===== config.mk =====
export PLATFORM = sky130hd
export DESIGN_NAME = sdram_sample_reader
export DESIGN_NICKNAME = d
export VERILOG_FILES = /design/src/rtl/sample_reader_pkg.sv /design/src/rtl/sample_fifo.sv /design/src/rtl/sample_reader_checker.sv /design/src/rtl/sdram_sample_reader.sv
export SDC_FILE = /design/constraint.sdc
export NUM_CORES = 1
export LEC_CHECK = 0
export ABC_AREA = 1
export ABC_CLOCK_PERIOD_IN_PS = 8800
export CELL_PAD_IN_SITES_DETAIL_PLACEMENT = 1
export CELL_PAD_IN_SITES_GLOBAL_PLACEMENT = 2
export CORE_AREA = 3 3 282 284
export DETAILED_ROUTE_END_ITERATION = 8
export DIE_AREA = 0 0 285 287
export GPL_TIMING_DRIVEN = 1
export PLACE_DENSITY_LB_ADDON = 0.1
export SYNTH_ARGS = -nofsm -noshare
export SYNTH_HDL_FRONTEND = slang
export SYNTH_SLANG_ARGS = --single-unit

===== constraint.sdc =====
create_clock -name clk -period 8.8 [get_ports clk]
set_input_delay 1.76 -clock clk [delete_from_list [all_inputs] [get_ports clk]]
set_output_delay 1.76 -clock clk [all_outputs]
set_load 0.005 [all_outputs]

===== src/rtl/sample_reader_pkg.sv =====
// Shared definitions for the SDRAM sample reader: register map, CTRL/STATUS
// bit positions and the controller state encoding.
package sample_reader_pkg;

  localparam logic [2:0] REG_CTRL      = 3'd0;
  localparam logic [2:0] REG_BASE      = 3'd1;
  localparam logic [2:0] REG_COUNT     = 3'd2;
  localparam logic [2:0] REG_STATUS    = 3'd3;
  localparam logic [2:0] REG_DELIVERED = 3'd4;

  localparam int CTRL_START_BIT  = 0;
  localparam int CTRL_ABORT_BIT  = 1;
  localparam int CTRL_LOOP_BIT   = 2;
  localparam int STATUS_BUSY_BIT = 0;
  localparam int STATUS_IRQ_BIT  = 1;

  typedef enum logic [1:0] {
    ST_IDLE  = 2'd0,
    ST_RUN   = 2'd1,
    ST_DRAIN = 2'd2,
    ST_DONE  = 2'd3
  } reader_state_e;

  // Pack the STATUS register read value.
  function automatic logic [31:0] status_word(input logic busy, input logic irq_flag);
    logic [31:0] v;
    v = 32'd0;
    v[STATUS_BUSY_BIT] = busy;
    v[STATUS_IRQ_BIT]  = irq_flag;
    return v;
  endfunction

endpackage


===== src/rtl/sample_fifo.sv =====
// Synchronous FIFO for returned samples. Head word is visible on o_data
// while not empty; push and pop in the same cycle are legal at any level.
// A push into a full FIFO without a simultaneous pop is dropped.
module sample_fifo #(
  parameter int DEPTH = 16,
  parameter int WIDTH = 32
) (
  input  logic                   i_clk,
  input  logic                   i_rst,
  input  logic                   i_push,
  input  logic                   i_pop,
  input  logic                   i_flush,
  input  logic [WIDTH-1:0]       i_data,
  output logic [WIDTH-1:0]       o_data,
  output logic [$clog2(DEPTH):0] o_level,
  output logic                   o_empty,
  output logic                   o_full
);

  localparam int AW = $clog2(DEPTH);
  localparam int LW = AW + 1;

  logic [WIDTH-1:0] r_mem [DEPTH];
  logic [AW-1:0]    r_wr_ptr;
  logic [AW-1:0]    r_rd_ptr;
  logic [LW-1:0]    r_level;
  logic             w_do_push;
  logic             w_do_pop;

  assign o_empty   = (r_level == {LW{1'b0}});
  assign o_full    = (r_level == LW'(DEPTH));
  assign o_level   = r_level;
  assign o_data    = r_mem[r_rd_ptr];
  assign w_do_pop  = i_pop & ~o_empty;
  assign w_do_push = i_push & (~o_full | w_do_pop);

  // Storage array write port; flush only moves the pointers.
  always_ff @(posedge i_clk) begin
    if (w_do_push) begin
      r_mem[r_wr_ptr] <= i_data;
    end
  end

  // Read/write pointers and fill level.
  always_ff @(posedge i_clk or posedge i_rst) begin
    if (i_rst) begin
      r_wr_ptr <= {AW{1'b0}};
      r_rd_ptr <= {AW{1'b0}};
      r_level  <= {LW{1'b0}};
    end else if (i_flush) begin
      r_wr_ptr <= {AW{1'b0}};
      r_rd_ptr <= {AW{1'b0}};
      r_level  <= {LW{1'b0}};
    end else begin
      if (w_do_push) begin
        r_wr_ptr <= r_wr_ptr + {{(AW-1){1'b0}}, 1'b1};
      end
      if (w_do_pop) begin
        r_rd_ptr <= r_rd_ptr + {{(AW-1){1'b0}}, 1'b1};
      end
      case ({w_do_push, w_do_pop})
        2'b10:   r_level <= r_level + {{(LW-1){1'b0}}, 1'b1};
        2'b01:   r_level <= r_level - {{(LW-1){1'b0}}, 1'b1};
        default: r_level <= r_level;
      endcase
    end
  end

endmodule


===== src/rtl/sample_reader_checker.sv =====
// Protocol and credit checks for the sample reader: no FIFO overflow and a
// stalled Avalon read request holds its address and read strobe.
module sample_reader_checker #(
  parameter int ADDR_W = 24
) (
  input logic              i_clk,
  input logic              i_rst,
  input logic              i_push,
  input logic              i_pop,
  input logic              i_full,
  input logic              i_avm_read,
  input logic              i_avm_waitrequest,
  input logic [ADDR_W-1:0] i_avm_address
);

  a_no_overflow: assert property (@(posedge i_clk) disable iff (i_rst)
    !(i_push && i_full && !i_pop));

  a_stall_stable: assert property (@(posedge i_clk) disable iff (i_rst)
    (i_avm_read && i_avm_waitrequest) |=> (i_avm_read && $stable(i_avm_address)));

endmodule


===== src/rtl/sdram_sample_reader.sv =====
// Avalon-MM read master streaming a block of 32-bit samples from SDRAM to a
// valid/ready source, with credit-limited pipelined reads, a small register
// file and a sticky completion IRQ.
// Optional build macro SAMPLE_READER_LOOP_EN: CTRL bit2 latched at start
// makes the block replay the same buffer until aborted.
module sdram_sample_reader
  import sample_reader_pkg::*;
#(
  parameter int          ADDR_W          = 24,
  parameter int          FIFO_DEPTH      = 16,
  parameter int          MAX_OUTSTANDING = 8,
  parameter logic [31:0] DEFAULT_COUNT   = 32'd963144
) (
  input  logic              clk,
  input  logic              reset,
  output logic [ADDR_W-1:0] avm_address,
  output logic              avm_read,
  input  logic [31:0]       avm_readdata,
  input  logic              avm_readdatavalid,
  input  logic              avm_waitrequest,
  input  logic [2:0]        avs_address,
  input  logic              avs_read,
  output logic [31:0]       avs_readdata,
  input  logic              avs_write,
  input  logic [31:0]       avs_writedata,
  output logic [31:0]       src_data,
  output logic              src_valid,
  input  logic              src_ready,
  output logic              irq
);

  localparam int OUT_W = $clog2(MAX_OUTSTANDING + 1);
  localparam int LVL_W = $clog2(FIFO_DEPTH) + 1;

  reader_state_e     r_state;
  reader_state_e     w_state_nxt;
  logic [ADDR_W-1:0] r_addr;
  logic              r_avm_read;
  logic [ADDR_W-1:0] r_base;
  logic [31:0]       r_count;
  logic [31:0]       r_issued;
  logic [31:0]       r_delivered;
  logic [OUT_W-1:0]  r_outstanding;
  logic              r_irq;
  logic [31:0]       r_readdata;
`ifdef SAMPLE_READER_LOOP_EN
  logic              r_loop;
  logic              w_loop_nxt;
`endif

  logic              w_busy;
  logic              w_start;
  logic              w_abort;
  logic              w_accept;
  logic              w_hold;
  logic              w_rdv;
  logic              w_push;
  logic              w_pop;
  logic              w_fifo_empty;
  logic              w_fifo_full;
  logic [LVL_W-1:0]  w_fifo_level;
  logic [LVL_W-1:0]  w_level_inc;
  logic [OUT_W-1:0]  w_outst_inc;
  logic [31:0]       w_issued_inc;
  logic [31:0]       w_delivered_inc;
  logic [ADDR_W-1:0] w_addr_inc;
  logic              w_issue_ok;
  logic              w_read_nxt;
  logic [ADDR_W-1:0] w_addr_nxt;
  logic [31:0]       w_issued_nxt;
  logic [31:0]       w_delivered_nxt;
  logic [OUT_W-1:0]  w_outst_nxt;
  logic              w_irq_set;
  logic              w_flush;

  assign w_busy    = (r_state == ST_RUN) || (r_state == ST_DRAIN);
  assign w_start   = avs_write && (avs_address == REG_CTRL) && avs_writedata[CTRL_START_BIT];
  assign w_abort   = avs_write && (avs_address == REG_CTRL) && avs_writedata[CTRL_ABORT_BIT];
  assign w_accept  = r_avm_read & ~avm_waitrequest;
  assign w_hold    = r_avm_read & avm_waitrequest;
  // Returns are only meaningful while a transfer is active; anything else is stale.
  assign w_rdv     = avm_readdatavalid && w_busy && (r_outstanding != {OUT_W{1'b0}});
  assign w_push    = w_rdv && (r_state == ST_RUN);
  assign w_pop     = ~w_fifo_empty & src_ready;

  assign w_issued_inc    = r_issued + {31'd0, w_accept};
  assign w_delivered_inc = r_delivered + {31'd0, w_pop};
  assign w_addr_inc      = w_accept ? (r_addr + ADDR_W'(3'd4)) : r_addr;

  // Counter values after this edge, used to decide whether the next cycle may issue.
  always_comb begin
    w_outst_inc = r_outstanding;
    case ({w_accept, w_rdv})
      2'b10:   w_outst_inc = r_outstanding + {{(OUT_W-1){1'b0}}, 1'b1};
      2'b01:   w_outst_inc = r_outstanding - {{(OUT_W-1){1'b0}}, 1'b1};
      default: w_outst_inc = r_outstanding;
    endcase
    w_level_inc = w_fifo_level;
    case ({w_push, w_pop})
      2'b10:   w_level_inc = w_fifo_level + {{(LVL_W-1){1'b0}}, 1'b1};
      2'b01:   w_level_inc = w_fifo_level - {{(LVL_W-1){1'b0}}, 1'b1};
      default: w_level_inc = w_fifo_level;
    endcase
    // Credits: every read in flight reserves one FIFO slot.
    w_issue_ok = (w_issued_inc < r_count)
              && (32'(w_outst_inc) < 32'(MAX_OUTSTANDING))
              && ((32'(w_outst_inc) + 32'(w_level_inc)) < 32'(FIFO_DEPTH));
  end

  // Next-state and datapath-update decode for the controller FSM.
  always_comb begin
    w_state_nxt     = r_state;
    w_read_nxt      = 1'b0;
    w_addr_nxt      = w_addr_inc;
    w_issued_nxt    = w_issued_inc;
    w_delivered_nxt = w_delivered_inc;
    w_outst_nxt     = w_outst_inc;
    w_irq_set       = 1'b0;
    w_flush         = 1'b0;
`ifdef SAMPLE_READER_LOOP_EN
    w_loop_nxt      = r_loop;
`endif
    case (r_state)
      ST_IDLE: begin
        if (w_start) begin
          if (r_count != 32'd0) begin
            w_state_nxt     = ST_RUN;
            w_addr_nxt      = r_base;
            w_issued_nxt    = 32'd0;
            w_delivered_nxt = 32'd0;
            w_outst_nxt     = {OUT_W{1'b0}};
`ifdef SAMPLE_READER_LOOP_EN
            w_loop_nxt      = avs_writedata[CTRL_LOOP_BIT];
`endif
          end else begin
            w_state_nxt = ST_DONE;
            w_irq_set   = 1'b1;
          end
        end else begin
          w_state_nxt = ST_IDLE;
        end
      end
      ST_RUN: begin
        if (w_abort) begin
          // A request already presented must stay up until the slave takes it.
          w_state_nxt = ST_DRAIN;
          w_read_nxt  = w_hold;
        end else if (r_delivered == r_count) begin
          w_irq_set = 1'b1;
`ifdef SAMPLE_READER_LOOP_EN
          if (r_loop) begin
            w_state_nxt     = ST_RUN;
            w_addr_nxt      = r_base;
            w_issued_nxt    = 32'd0;
            w_delivered_nxt = 32'd0;
          end else begin
            w_state_nxt = ST_DONE;
          end
`else
          w_state_nxt = ST_DONE;
`endif
        end else begin
          w_state_nxt = ST_RUN;
          w_read_nxt  = w_hold | w_issue_ok;
        end
      end
      ST_DRAIN: begin
        w_read_nxt = w_hold;
        if ((r_outstanding == {OUT_W{1'b0}}) && !r_avm_read) begin
          w_flush     = 1'b1;
          w_state_nxt = ST_IDLE;
        end else begin
          w_state_nxt = ST_DRAIN;
        end
      end
      ST_DONE: begin
        w_state_nxt = ST_IDLE;
      end
      default: begin
        w_state_nxt = ST_IDLE;
      end
    endcase
  end

  // Controller state register.
  always_ff @(posedge clk or posedge reset) begin
    if (reset) begin
      r_state <= ST_IDLE;
    end else begin
      r_state <= w_state_nxt;
    end
  end

  // Read-master address, strobe and transfer counters.
  always_ff @(posedge clk or posedge reset) begin
    if (reset) begin
      r_addr        <= {ADDR_W{1'b0}};
      r_avm_read    <= 1'b0;
      r_issued      <= 32'd0;
      r_delivered   <= 32'd0;
      r_outstanding <= {OUT_W{1'b0}};
`ifdef SAMPLE_READER_LOOP_EN
      r_loop        <= 1'b0;
`endif
    end else begin
      r_addr        <= w_addr_nxt;
      r_avm_read    <= w_read_nxt;
      r_issued      <= w_issued_nxt;
      r_delivered   <= w_delivered_nxt;
      r_outstanding <= w_outst_nxt;
`ifdef SAMPLE_READER_LOOP_EN
      r_loop        <= w_loop_nxt;
`endif
    end
  end

  // Slave register file, sticky IRQ and registered read data.
  always_ff @(posedge clk or posedge reset) begin
    if (reset) begin
      r_base     <= {ADDR_W{1'b0}};
      r_count    <= DEFAULT_COUNT;
      r_irq      <= 1'b0;
      r_readdata <= 32'd0;
    end else begin
      if (avs_write && (avs_address == REG_BASE) && !w_busy) begin
        r_base <= {avs_writedata[ADDR_W-1:2], 2'b00};
      end
      if (avs_write && (avs_address == REG_COUNT) && !w_busy) begin
        r_count <= avs_writedata;
      end
      if (w_irq_set) begin
        r_irq <= 1'b1;
      end else if (avs_write && (avs_address == REG_STATUS) && avs_writedata[STATUS_IRQ_BIT]) begin
        r_irq <= 1'b0;
      end
      if (avs_read) begin
        case (avs_address)
          REG_BASE:      r_readdata <= 32'(r_base);
          REG_COUNT:     r_readdata <= r_count;
          REG_STATUS:    r_readdata <= status_word(w_busy, r_irq);
          REG_DELIVERED: r_readdata <= r_delivered;
          default:       r_readdata <= 32'd0;
        endcase
      end
    end
  end

  sample_fifo #(
    .DEPTH (FIFO_DEPTH),
    .WIDTH (32)
  ) u_fifo (
    .i_clk   (clk),
    .i_rst   (reset),
    .i_push  (w_push),
    .i_pop   (w_pop),
    .i_flush (w_flush),
    .i_data  (avm_readdata),
    .o_data  (src_data),
    .o_level (w_fifo_level),
    .o_empty (w_fifo_empty),
    .o_full  (w_fifo_full)
  );

  sample_reader_checker #(
    .ADDR_W (ADDR_W)
  ) u_checker (
    .i_clk             (clk),
    .i_rst             (reset),
    .i_push            (w_push),
    .i_pop             (w_pop),
    .i_full            (w_fifo_full),
    .i_avm_read        (r_avm_read),
    .i_avm_waitrequest (avm_waitrequest),
    .i_avm_address     (r_addr)
  );

  assign avm_address  = r_addr;
  assign avm_read     = r_avm_read;
  assign avs_readdata = r_readdata;
  assign src_valid    = ~w_fifo_empty;
  assign irq          = r_irq;

endmodule


* Word level (Yosys, flattened, before mapping) *
Memory sizes are Yosys's and may differ from the RTL's.
Cells that the tools add are included.

storage, ports and cells
  word-level logic and storage cells = 122
  input port bits = 74
  RAM bits = 512
  output and inout bits = 91
  memories = 1
  bits in registers = 195

memories
  memory        depth  width  rd ports  clocked after Yosys merged registers in  wr ports  RTL line           source
  u_fifo.r_mem  16     32     1         0                                        1         sample_fifo.sv:23  logic [WIDTH-1:0] r_mem [DEPTH];

cells by class
  bitwise operators = 10
  reductions and logical operators = 28
  add/sub/neg operators = 10
  mux-type cells = 42
  order comparisons = 3
  equality and inequality tests = 15

operator list
  operator                                                                      count
  32-bit 2-to-1 mux                                                             6
  32-bit case mux with 4 select lines                                           1
  24-bit 2-to-1 mux                                                             4
  32-bit by 1-bit adder with 32-bit output                                      2
  32-bit equality test                                                          1
  32-bit less-than comparator                                                   1
  32-bit nonzero test                                                           1
  4-bit 2-to-1 mux                                                              7
  24-bit by 3-bit adder with 24-bit output, second input constant               1
  5-bit case mux with 2 select lines                                            2
  1-bit logical AND                                                             15
  4-bit by 1-bit adder with 4-bit output, second input constant                 3
  1-bit 2-to-1 mux                                                              12
  2-bit equality test, second input constant                                    5
  2-bit 2-to-1 mux                                                              5
  2-bit by 1-bit equality test with 1-bit output, second input constant         4
  2-bit case mux with 4 select lines                                            1
  4-bit case mux with 2 select lines                                            1
  4-bit by 5-bit adder with 6-bit output                                        1
  3-bit by 2-bit equality test with 1-bit output, second input constant         2
  6-bit by 5-bit less-than comparator with 1-bit output, second input constant  1
  2-bit nonzero test                                                            3
  5-bit by 1-bit adder with 5-bit output, second input constant                 1
  1-bit bitwise AND                                                             5
  other kinds (18)                                                              23

* Depth between registers and ports, before layout *
  depth after elaboration = 14
  depth in mapped cells = 23

* Modules after synthesis *
From an unflattened synthesis, not the netlist that was laid out.

unflattened totals
  cell total of the unflattened synthesis = 3063
  area, all modules = 32105.8 um2

modules (own cells, without submodules)
  module               cells an instance  times used  area each (um2)
  sample_fifo          1620               1           21090.2
  sdram_sample_reader  1443               1           11015.6

* Worst setup path before layout *
No wires, ideal clock.

  path kind = input port to flip-flop
  from = input avm_waitrequest
  to = register r_avm_read, in the netlist avm_read
  cell stages on the path = 20
  path buffers = 0
  setup slack = 4451 ps
  library setup time = 77 ps
  data arrival time = 4271 ps
  data required time = 8723 ps
  cells stage by stage = nor2_4 ha_1 ha_1 nand3_1 nor2_1 nand2_1 nor2_1 nand3_1 nor2_1 xor2_1 inv_1 ha_1 nand2_1 o21bai_1 nand2_1 nor2_1 nand3_1 nor2_1 nand3_1 a21oi_1

between the ends
  word-level cells in the longest chain between the ends = 11

RTL lines
  element                                                                            RTL line                    source
  start: declaration                                                                 sdram_sample_reader.sv:20   input logic avm_waitrequest,
  branches (longest 10 deep; another with 32-bit by 1-bit adder with 32-bit output)  --
  1-bit case mux with 2 select lines (*)                                             sdram_sample_reader.sv:123  case (r_state)
  named net w_read_nxt                                                               sdram_sample_reader.sv:68   logic w_read_nxt;
  end signal: assignment                                                             sdram_sample_reader.sv:207  r_avm_read <= w_read_nxt;
  end: declaration                                                                   sdram_sample_reader.sv:38   logic r_avm_read;

Mark *: on every way through the listed nets, which the timed path passes.
A chain may end at the register's enable or synchronous reset.

* Final worst setup path *
  from = register u_fifo.r_rd_ptr[0]
  to = output src_data[26]

between the ends
  word-level cells in the longest chain between the ends = 1

RTL lines
  element                   RTL line                   source
  start: declaration        sample_fifo.sv:25          logic [AW-1:0] r_rd_ptr;
  start signal: assignment  sample_fifo.sv:48          r_rd_ptr <= {AW{1'b0}};
  start signal: assignment  sample_fifo.sv:52          r_rd_ptr <= {AW{1'b0}};
  start signal: assignment  sample_fifo.sv:59          r_rd_ptr <= r_rd_ptr + {{(AW-1){1'b0}}, 1'b1};
  memory read 16 x 32 bit   --
  end: declaration          sdram_sample_reader.sv:26  output logic [31:0] src_data,

Every way passes these cells.

==> results.cfg <==
[outcome]
status = finished, final reports clean

[synthesis]
synth_ff_type = edfxtp_1
synth-warning-count = 0
async_flop_share_pct = 27.38
syn_inst = 2779
synth.area.top_cells = edfxtp_1, dfrtp_1, nand2_1
synth_cell_types = 52
syn_area_mm2 = 0.03151
ys_ff_latch = 705
synth.avg_cell_area_um2 = 11.34
synth_top_area_share_pct = 48.79
ys_seq_area_share_pct = 64.15
synth_top_cell_by_area = edfxtp_1
synth_edf_count = 512

[sta]
rsz0062_at_grt = false
final-setup-viol-count = 0
slew_headroom_pct = 2.684
timing.fmax_ghz = 0.1625
fin_skew_ns = 0.05347
post-route-period-util_pct = 69.93
hold_ws_ns = 0.4827
worstMarginPinSlew_ns = 1.460
finalSetupTns_ns = 0
timing.final.crit_period_ns = 6.154
finalMaxSlewViolations = 0
hold_viol = 0

[global_route]
grt_pass1_vias = 23450
grtUsageTotal_pct = 22.86
grt_pass1_wl_mm = 143.3
grt_overflow = 0
grt_max_degree = 260
antenna_found_initial = 5

[worst_setup_path]
path_cells = buf_4 -> buf_4 -> o21ai_0 -> o22ai_1 -> o221ai_1 -> nand2_1 -> clkdlybuf4s50_1
worstSetupPathType = flop to primary output
crit_start = u_fifo.r_rd_ptr[0]$_DFFE_PP0P_
cp_top_family = buffers and inverters
worstPathRequired_ns = 7.04
crit_top_cell = buf_4
path_buf_inv = 3
cp_slowest_cell = buf_4
ff2ff_path_depth = 18
max_stage_delay_ns = 0.99
r2r_end = avm_read$_DFF_PP0_
arrival_ns = 4.39
regToRegStartpoint = avm_read$_DFF_PP0_
rrSetupSlack_ns = 4.89
critPathMaxFanout = 95
end_kind = primary output
critical_path.startpoint_type = flop

[cts]
cts_tree = yes
cts_made_buffers = 81
clock-root-buffer = clkbuf_16
clk_latency_ns = 0.65
postCtsHoldBufs = 0
clkSlewWorstSetupHoldPaths_ns = 0.06
clk_path_buf_depth = 3
htree_num_levels = 3
cts-resized-gates = 0
cts.sinks = 705
post_cts_buffers = 0

[place]
dpl.hpwl_mm = 57.53
place_congestion = 0.8377
io_buffer_count = 162
place_area_mm2 = 0.03424

[route]
postRouteAntennaNets = 0
finalWirelength_mm = 93.76
drt_iter0_drc = 1400
wl_per_cell_um = 23.27
dr.pass1.iters = 5
num_vias = 21780
via_per_inst = 5.405
route.detailed.drc = 0

[min_path]
hold-path-endpoint = avs_readdata[5]$_DFFE_PP0P_
min_path_cells = 1
hold_path.class = flop to flop
min_from = avs_readdata[5]$_DFFE_PP0P_

[layout]
final_core_util_pct = 47.92
fill_cells = 8263
drive_above_1_share_pct = 8.071
fin_area_mm2 = 0.03706
syn2layout_area_growth_pct = 17.60
nets = 3049

[floorplan]
pin_count = 165
die_y_um = 287
dieArea_mm2 = 0.08180
die_w_um = 285
core-area_mm2 = 0.07734
initial_utilization_pct = 40.75
rows = 102

[power]
p_per_area_mw_per_mm2 = 277.9
peakVddDrop_mv = 0.1862
finalPower_uw = 10300
power.leakage_uw = 0.01414

[run]
max-cap-violations = 0
final cells by class:
type / instances / area, um^2 / share of cell area, %
sequential: 705 / 20230 / 54.58
multi-input combinational: 1710 / 9976 / 26.92
clock buffer: 97 / 2128 / 5.743
timing repair buffer: 194 / 1869 / 5.044
tap: 1040 / 1301 / 3.511
inverter: 228 / 865.8 / 2.336
clock inverter: 52 / 685.7 / 1.850
antenna: 3 / 7.507 / 0.02026
worst max path at each step:
stage	endpoint	slack, ns	cells past startpoint
final	src_data[26]	2.65	7
after global routing	src_data[30]	2.37	7
after CTS	src_data[31]	2.61	7
after detailed placement	avm_read$_DFF_PP0_	3.04	22
after global placement	avm_read$_DFF_PP0_	3.18	22
after floorplan	avm_address[10]$_DFF_PP0_	1.80	1
worst reg2reg max path, cell delays in order, from the launching register on:
cell and delay [ns]:
dfrtp_1 0.47, inv_2 0.07, nor2_4 0.30, ha_1 0.32, ha_1 0.22, nand3_1 0.18, nor2_1 0.40, nand2_1 0.12
nor2_1 0.15, nand3_1 0.14, nor2_1 0.14, xor2_1 0.19, inv_1 0.07, ha_1 0.28, nand2_1 0.09, nor4_1 0.42
nand2_1 0.11, nand3_1 0.09, a21oi_1 0.06
layer usage:
| metal | vias to the layer above | GRT usage [%] | share of wire [%] | routed length (um) |
|---|---|---|---|---|
| met2 | 359 | 41.33 | 52 | 48640 |
| li1 | 10160 | - | - | - |
| met1 | 11100 | 28.13 | 42 | 39330 |
| met4 | 2 | 8.073 | 3.2 | 2993 |
| met5 | - | 0 | 0.021 | 20 |
| met3 | 159 | 2.950 | 3.0 | 2770 |
logic make-up (layout without fill, tap and decap cells):
family                   Yosys count  in the layout  share of synthesized area [%]
XOR/XNOR                          75             75                          2.084
other                              1              5                        0.01190
AND/OR/NAND/NOR                  986            986                          13.30
buffers and inverters            365            571                          4.629
multiplexers                     119            119                          3.907
flip-flops                       705            705                          64.15
adder cells (fa/ha/maj)           55             55                          2.184
AO/OA/AOI/OAI                    473            473                          9.739
sequential cells by signal, indices dropped and copies added (netlist names):
register and cells:
r_base 22, r_delivered 32, u_fifo.r_mem 512, u_fifo.o_level 5, irq 1, avm_read 1
r_state 2, r_count 32, u_fifo.r_rd_ptr 4, r_issued 32, avs_readdata 32, r_outstanding 4
u_fifo.r_wr_ptr 4, avm_address 22
cell usage after synthesis (7+ instances only):
library cell  number
a21oi_1           37
buf_2             23
buf_4             16
clkbuf_1          95
dfrtp_1          184
dfstp_2            9
edfxtp_1         512
ha_1              55
inv_1            213
inv_2             14
mux2_1            20
mux2_2            12
mux2i_1           87
nand2_1          397
nand2_2            7
nand3_1           72
nand4_1           27
nor2_1           376
nor2_2             8
nor3_1            54
nor4_1            18
o211ai_1          45
o21ai_0          188
o21ai_1           34
o221ai_1         108
o22ai_1            9
o32ai_1           38
xnor2_1           32
xor2_1            43
stage by stage:
stage | std cells | setup slack, ns
final | 4029 | 2.646
after global routing | 4028 | 2.371
after CTS | 4026 | 2.610
after detailed placement | 3877 | 3.037
after global placement | 3877 | 3.182
after floorplan | 2780 | 1.799
power by group:
group	internal [uW]	leakage, uW	switching [uW]
Combinational	1110	0.00571	1700
Clock	2120	0.00136	1400
Sequential	3730	0.00707	237
Total	6960	0.0141	3340
cell usage in the layout, fill, tap and decap left out, types with 27 or more instances in the layout:
cell / instances
o21ai_1: 34
o21ai_0: 188
xor2_1: 43
ha_1: 55
o32ai_1: 38
clkbuf_16: 82
nor2_1: 360
o221ai_1: 108
mux2i_1: 87
clkdlybuf4s50_1: 161
edfxtp_1: 512
nand3_1: 72
buf_4: 31
nand4_1: 27
inv_1: 212
o211ai_1: 45
dfrtp_1: 180
nor3_1: 53
nand2_1: 396
a21oi_1: 37
xnor2_1: 32
No activity file was read; power rests on OpenSTA's default activity.
